$ cat src/rtl/pipe_mem_pkg.sv
// Shared definitions for the MEM stage: access-size codes, the bus FSM
// encoding and the EX/MEM slot layout.
package pipe_mem_pkg;

  // Access size codes carried from EXE (esize)
  localparam logic [1:0] SZ_B = 2'b00;
  localparam logic [1:0] SZ_H = 2'b01;
  localparam logic [1:0] SZ_W = 2'b10;

  // Data-bus handshake FSM
  typedef enum logic [1:0] {
    ST_IDLE = 2'b00,
    ST_WAIT = 2'b01,
    ST_ERR  = 2'b10
  } mem_state_t;

  // Contents of the EX/MEM pipeline register
  typedef struct packed {
    logic        valid;
    logic [31:0] alu;
    logic [31:0] b;
    logic [4:0]  rn;
    logic        wreg;
    logic        m2reg;
    logic        wmem;
    logic [1:0]  size;
    logic        sign;
  } m_slot_t;

endpackage

$ cat src/rtl/pipe_mem_align.sv
// Combinational lane logic for the MEM stage: load lane extraction and
// extension, store byte enables and store-data lane replication, plus the
// alignment test for the current access size.
// Sub-word accesses are compiled in only when PIPE_MEM_SUBWORD_EN is defined;
// otherwise every access is treated as a 32-bit word.
module pipe_mem_align
  import pipe_mem_pkg::*;
(
  input  logic [1:0]  size,
  input  logic        sign,
  input  logic [1:0]  addr_lo,
  input  logic [31:0] rdata,
  input  logic [31:0] sdata,
  output logic        misalign,
  output logic [31:0] load_data,
  output logic [3:0]  be,
  output logic [31:0] wdata
);

`ifdef PIPE_MEM_SUBWORD_EN
  logic [7:0]  byte_lane;
  logic [15:0] half_lane;

  // Size-dependent lane selection; anything that is not byte or half is a word
  always_comb begin
    // NOTE: every output of a combinational block gets a default first, so no
    // path through the case can leave it unassigned and infer a latch.
    misalign  = 1'b0;
    load_data = rdata;
    be        = 4'b1111;
    wdata     = sdata;
    byte_lane = rdata[{addr_lo, 3'b000} +: 8];
    half_lane = addr_lo[1] ? rdata[31:16] : rdata[15:0];
    case (size)
      SZ_B: begin
        load_data = {{24{sign & byte_lane[7]}}, byte_lane};
        be        = 4'b0001 << addr_lo;
        wdata     = {4{sdata[7:0]}};
      end
      SZ_H: begin
        misalign  = addr_lo[0];
        load_data = {{16{sign & half_lane[15]}}, half_lane};
        be        = addr_lo[1] ? 4'b1100 : 4'b0011;
        wdata     = {2{sdata[15:0]}};
      end
      default: begin
        misalign = (addr_lo != 2'b00);
      end
    endcase
  end
`else
  // Word-only build: size and sign are accepted but have no effect
  logic unused_cfg;
  assign unused_cfg = ^{size, sign};

  assign misalign  = (addr_lo != 2'b00);
  assign load_data = rdata;
  assign be        = 4'b1111;
  assign wdata     = sdata;
`endif

endmodule

$ cat src/rtl/pipe_mem_stage.sv
// EX/MEM pipeline register and MEM-stage data-memory access.
// Captures the EXE results, runs the req/ack data-bus handshake with a wait
// timeout, stalls the front of the pipe while an access is outstanding and
// hands aligned load data to MEM/WB.
// Optional feature macro: PIPE_MEM_SUBWORD_EN (byte/half accesses).
module pipe_mem_stage
  import pipe_mem_pkg::*;
#(
  parameter int unsigned TIMEOUT = 255
) (
  input  logic        clock,
  input  logic        reset,
  input  logic        evalid,
  input  logic [31:0] ealu,
  input  logic [31:0] eb,
  input  logic [4:0]  ern,
  input  logic        ewreg,
  input  logic        em2reg,
  input  logic        ewmem,
  input  logic [1:0]  esize,
  input  logic        esign,
  output logic        mvalid,
  output logic [31:0] malu,
  output logic [4:0]  mrn,
  output logic        mwreg,
  output logic        mm2reg,
  output logic [31:0] mmo,
  output logic        mem_stall,
  output logic        misalign,
  output logic        bus_err,
  output logic        dmem_req,
  output logic        dmem_we,
  output logic [31:0] dmem_addr,
  output logic [3:0]  dmem_be,
  output logic [31:0] dmem_wdata,
  input  logic        dmem_ack,
  input  logic [31:0] dmem_rdata
);

  localparam logic [7:0] TIMEOUT_CNT = TIMEOUT[7:0];

  m_slot_t     mslot;
  mem_state_t  state, state_next;
  logic [7:0]  wait_cnt, wait_cnt_next;

  logic        mem_access;
  logic        align_mis;
  logic        memop;
  logic        in_err;
  logic [31:0] load_data;
  logic [3:0]  lane_be;
  logic [31:0] lane_wdata;

  // EX/MEM register: advances whenever the stage is not stalled
  always_ff @(posedge clock) begin
    // NOTE: clocked state is written with non-blocking assignments so every
    // register samples pre-edge values regardless of block ordering.
    if (reset) begin
      mslot <= '0;
    end else if (!mem_stall) begin
      mslot <= '{valid: evalid, alu: ealu, b: eb, rn: ern, wreg: ewreg,
                 m2reg: em2reg, wmem: ewmem, size: esize, sign: esign};
    end
  end

  pipe_mem_align u_align (
    .size      (mslot.size),
    .sign      (mslot.sign),
    .addr_lo   (mslot.alu[1:0]),
    .rdata     (dmem_rdata),
    .sdata     (mslot.b),
    .misalign  (align_mis),
    .load_data (load_data),
    .be        (lane_be),
    .wdata     (lane_wdata)
  );

  // A real memory instruction sits in M; misaligned ones never reach the bus
  assign mem_access = mslot.valid & (mslot.m2reg | mslot.wmem);
  assign misalign   = mem_access & align_mis;
  assign memop      = mem_access & ~align_mis;
  assign in_err     = (state == ST_ERR);

  // Handshake state and wait counter
  always_ff @(posedge clock) begin
    if (reset) begin
      state    <= ST_IDLE;
      wait_cnt <= 8'd0;
    end else begin
      state    <= state_next;
      wait_cnt <= wait_cnt_next;
    end
  end

  // Next-state and wait-counter logic for the bus handshake
  always_comb begin
    state_next    = state;
    wait_cnt_next = wait_cnt;
    case (state)
      ST_IDLE: begin
        if (memop && !dmem_ack) begin
          state_next    = ST_WAIT;
          wait_cnt_next = 8'd1;
        end
      end
      ST_WAIT: begin
        if (dmem_ack) begin
          state_next    = ST_IDLE;
          wait_cnt_next = 8'd0;
        end else if (wait_cnt == TIMEOUT_CNT) begin
          state_next    = ST_ERR;
          wait_cnt_next = 8'd0;
        end else begin
          wait_cnt_next = wait_cnt + 8'd1;
        end
      end
      ST_ERR: begin
        state_next    = ST_IDLE;
        wait_cnt_next = 8'd0;
      end
      default: begin
        state_next    = ST_IDLE;
        wait_cnt_next = 8'd0;
      end
    endcase
  end

  // Pipeline-facing outputs; the ERR cycle retires the instruction dead
  assign mvalid    = mslot.valid;
  assign malu      = mslot.alu;
  assign mrn       = mslot.rn;
  assign mm2reg    = mslot.valid & mslot.m2reg;
  assign mwreg     = mslot.valid & mslot.wreg & ~misalign & ~in_err;
  assign mem_stall = memop & ~dmem_ack & ~in_err;
  assign bus_err   = in_err;
  assign mmo       = (dmem_req & mslot.m2reg & dmem_ack) ? load_data : 32'd0;

  // Bus-facing outputs: held stable for the life of the request
  assign dmem_req   = memop & ~in_err;
  assign dmem_we    = dmem_req & mslot.wmem;
  assign dmem_addr  = {mslot.alu[31:2], 2'b00};
  assign dmem_be    = dmem_req ? lane_be : 4'b0000;
  assign dmem_wdata = lane_wdata;

endmodule

$ cat config.mk
export PLATFORM = sky130hd
export DESIGN_NAME = pipe_mem_stage
export DESIGN_NICKNAME = d
export VERILOG_FILES = /design/src/rtl/pipe_mem_pkg.sv /design/src/rtl/pipe_mem_align.sv /design/src/rtl/pipe_mem_stage.sv
export SDC_FILE = /design/constraint.sdc
export NUM_CORES = 1
export LEC_CHECK = 0
export BUFFER_PORTS_ARGS = -buffer_cell sky130_fd_sc_hd__buf_4
export CORE_ASPECT_RATIO = 1.4
export CORE_MARGIN = 3
export CORE_UTILIZATION = 49
export CTS_BUF_LIST = sky130_fd_sc_hd__clkbuf_8
export DETAILED_ROUTE_END_ITERATION = 12
export PLACE_DENSITY_LB_ADDON = 0.2
export SYNTH_ARGS = -nofsm -noshare
export SYNTH_HDL_FRONTEND = slang
export SYNTH_HIERARCHICAL = 1
export SYNTH_SLANG_ARGS = --single-unit
$ cat constraint.sdc
create_clock -name clock -period 5.04 [get_ports clock]
set_clock_uncertainty 0.05 [all_clocks]
set_input_delay 0.756 -clock clock [delete_from_list [all_inputs] [get_ports clock]]
set_output_delay 0.756 -clock clock [all_outputs]
set_load 0.05 [all_outputs]
==> impl_results.md <==
- Max-Cap Viols: 0
- Dpl hpwl: 8440 µm
- Power Total: between 0.0015 and 0.002 W
- Antenna diode count: 0
- # Post-CTS Setup Buffers: 0
- Final setup fails: 0
- Critical path startpoint category: flop
- Share of cells above drive strength 1: 40.7%
- Avg WL per Cell: 14.7 µm
- I/O Pins: approximately 260
- Routed via count: between 3000 and 4000
- Setup Crit Path Kind: flop to primary output
- Antenna violations before repair: 0
- Port Buf Inserts: 250
- Largest net degree at the start of global routing: between 80 and 90
- Vias per Instance: 4.75
- Die Span Y: approximately 120 µm
- Power Density: 298 nW/µm²
- Status: finished, final reports clean
- RSZ-0062 raised after global routing: no
- Inserted Clock Buffers: 9
- Commonest non-fill, non-tap cell in the layout: buf_4
- Critical Path Fanout Max: 32
- Synthesized area: 4350 µm²
- WP data arrival: 2.85 ns
- H-tree Lvls: 3
- Worst-margin pin slew: about 0.88 ns
- Post-CTS Resized: 0
- Final Net Count: 777
- Max Clk Rate: 274 MHz
- Max-slew violations: 0
- Horiz. Die Dim: 85.7 µm
- Multi-input gate area in the final layout: 1510 µm²
- Cells after synthesis: 565
- Drt initial violations: roughly 170
- Setup TNS: 0 ns
- Most frequent cells in the layout: buf_4 (252), nand2_1 (150), dfxtp_1 (83), a21oi_1 (76), and2_1 (38)
- DRC viols: 0
- CTS Hold Bufs: 0
- Gr usage total: 22.2%
- Data required, critical path: 4.23 ns
- Warnings from Yosys: 6
- Initial Util: 50.6%
- Fin. Hold Viols: 0
- Core Area: 8610 µm²
- Slew headroom: 41.3%
- First-pass GRT wire length: roughly 18000 µm
- Crit. End Element: primary output
- Post-route ant nets: 0
- Reg2Reg Setup Slack: 2.61 ns
- GPL Wtd Cong: 0.815
- Min-Delay Path Depth: 2
- Average cell area after synthesis: between 7 and 8 µm²
- Leakage: 2.71 nW
- Area delta synth->final: 24.6%
- Tcrit/Tclk final: between 70 and 80%
- Clock sink count: 83
- Clock Tree Root: clkbuf_8
- Tmin final: around 3.7 ns
- Clk_lat worst skew: 0.35 ns
- DRT Wirelength: 11400 µm
- Gr ovfl total: 0
- HP Class: flop to flop
- Number of global-route vias before repair: 3459
- Clock-pin transition on the worst setup and hold timing paths: 0.08 ns
- Clock Path Buffers: 2
- Register area: ~1700 µm²
- Worst ir drop on vdd: between 200 and 250 µV
- Fillers: 760
- Drt pass-1 iters: 4
- CTS tree: done
- Die area: 10100 µm²
- Worst Reg-to-Reg Cells: 6
- FP Rows: 40
cell type report:
cell class | instances | area share [%]
repair buffers | 252 | 34.9
flip-flops and latches | 83 | 30.6
multi-input cells | 317 | 27.9
clock buffers | 10 | 2.54
well taps | 105 | 2.42
clock inverters | 5 | 1.43
inverters | 2 | 0.162
per-layer routing:
metal  vias to the layer above  track usage (%)  part of all wire (%)
met4                         0             10.1                   2.9
met1                      1652             22.2                    35
met2                       148             40.0                    53
li1                       1855                -                     -
met3                        23             7.77                   9.1
met5                         -                0                     0
critical path: stages (launching register included):
cell and delay (ns):
dfxtp_1 0.33, or2_1 0.29, nor3_1 0.59, and3_1 0.83, and2_1 0.24, buf_4 0.21
state kept, by name, summed over array words and instances (netlist names):
register / cells
mslot: 35
state: 2
wait_cnt: 8
malu: 32
mvalid: 1
mrn: 5
final timing paths:
kind                                 end                   start
setup / recovery                 mmo[22]    malu[1]$_SDFFE_PP0N_
hold / removal    mslot[40]$_SDFFE_PP0N_  mslot[40]$_SDFFE_PP0N_
setup reg to reg  mslot[17]$_SDFFE_PP0N_    malu[1]$_SDFFE_PP0N_
hold reg to reg   mslot[40]$_SDFFE_PP0N_  mslot[40]$_SDFFE_PP0N_
through the flow:
step / hold WS, ns / setup WS [ns] / util (%) / cells / cell area, µm²
5_1_grt: 0.430 / 1.08 / 63.0 / 774 / 5420
4_1_cts: 0.404 / 1.34 / 63.0 / 774 / 5420
6_report: 0.401 / 1.38 / 63.0 / 774 / 5420
3_5_place_dp: 0.393 / 1.75 / 60.5 / 759 / 5210
3_3_place_gp: 0.389 / 1.85 / 60.5 / 759 / 5210
2_1_floorplan: 0.382 / 1.08 / - / 569 / 4370
power by group:
group,total [W],internal [W],switching [W],leakage (nW)
Clock,0.000515,0.000288,0.000227,0.108
Sequential,0.000715,0.000691,0.0000243,0.689
Combinational,0.000385,0.000134,0.000251,1.92
Note: power is estimated with default switching activity, not from simulation.
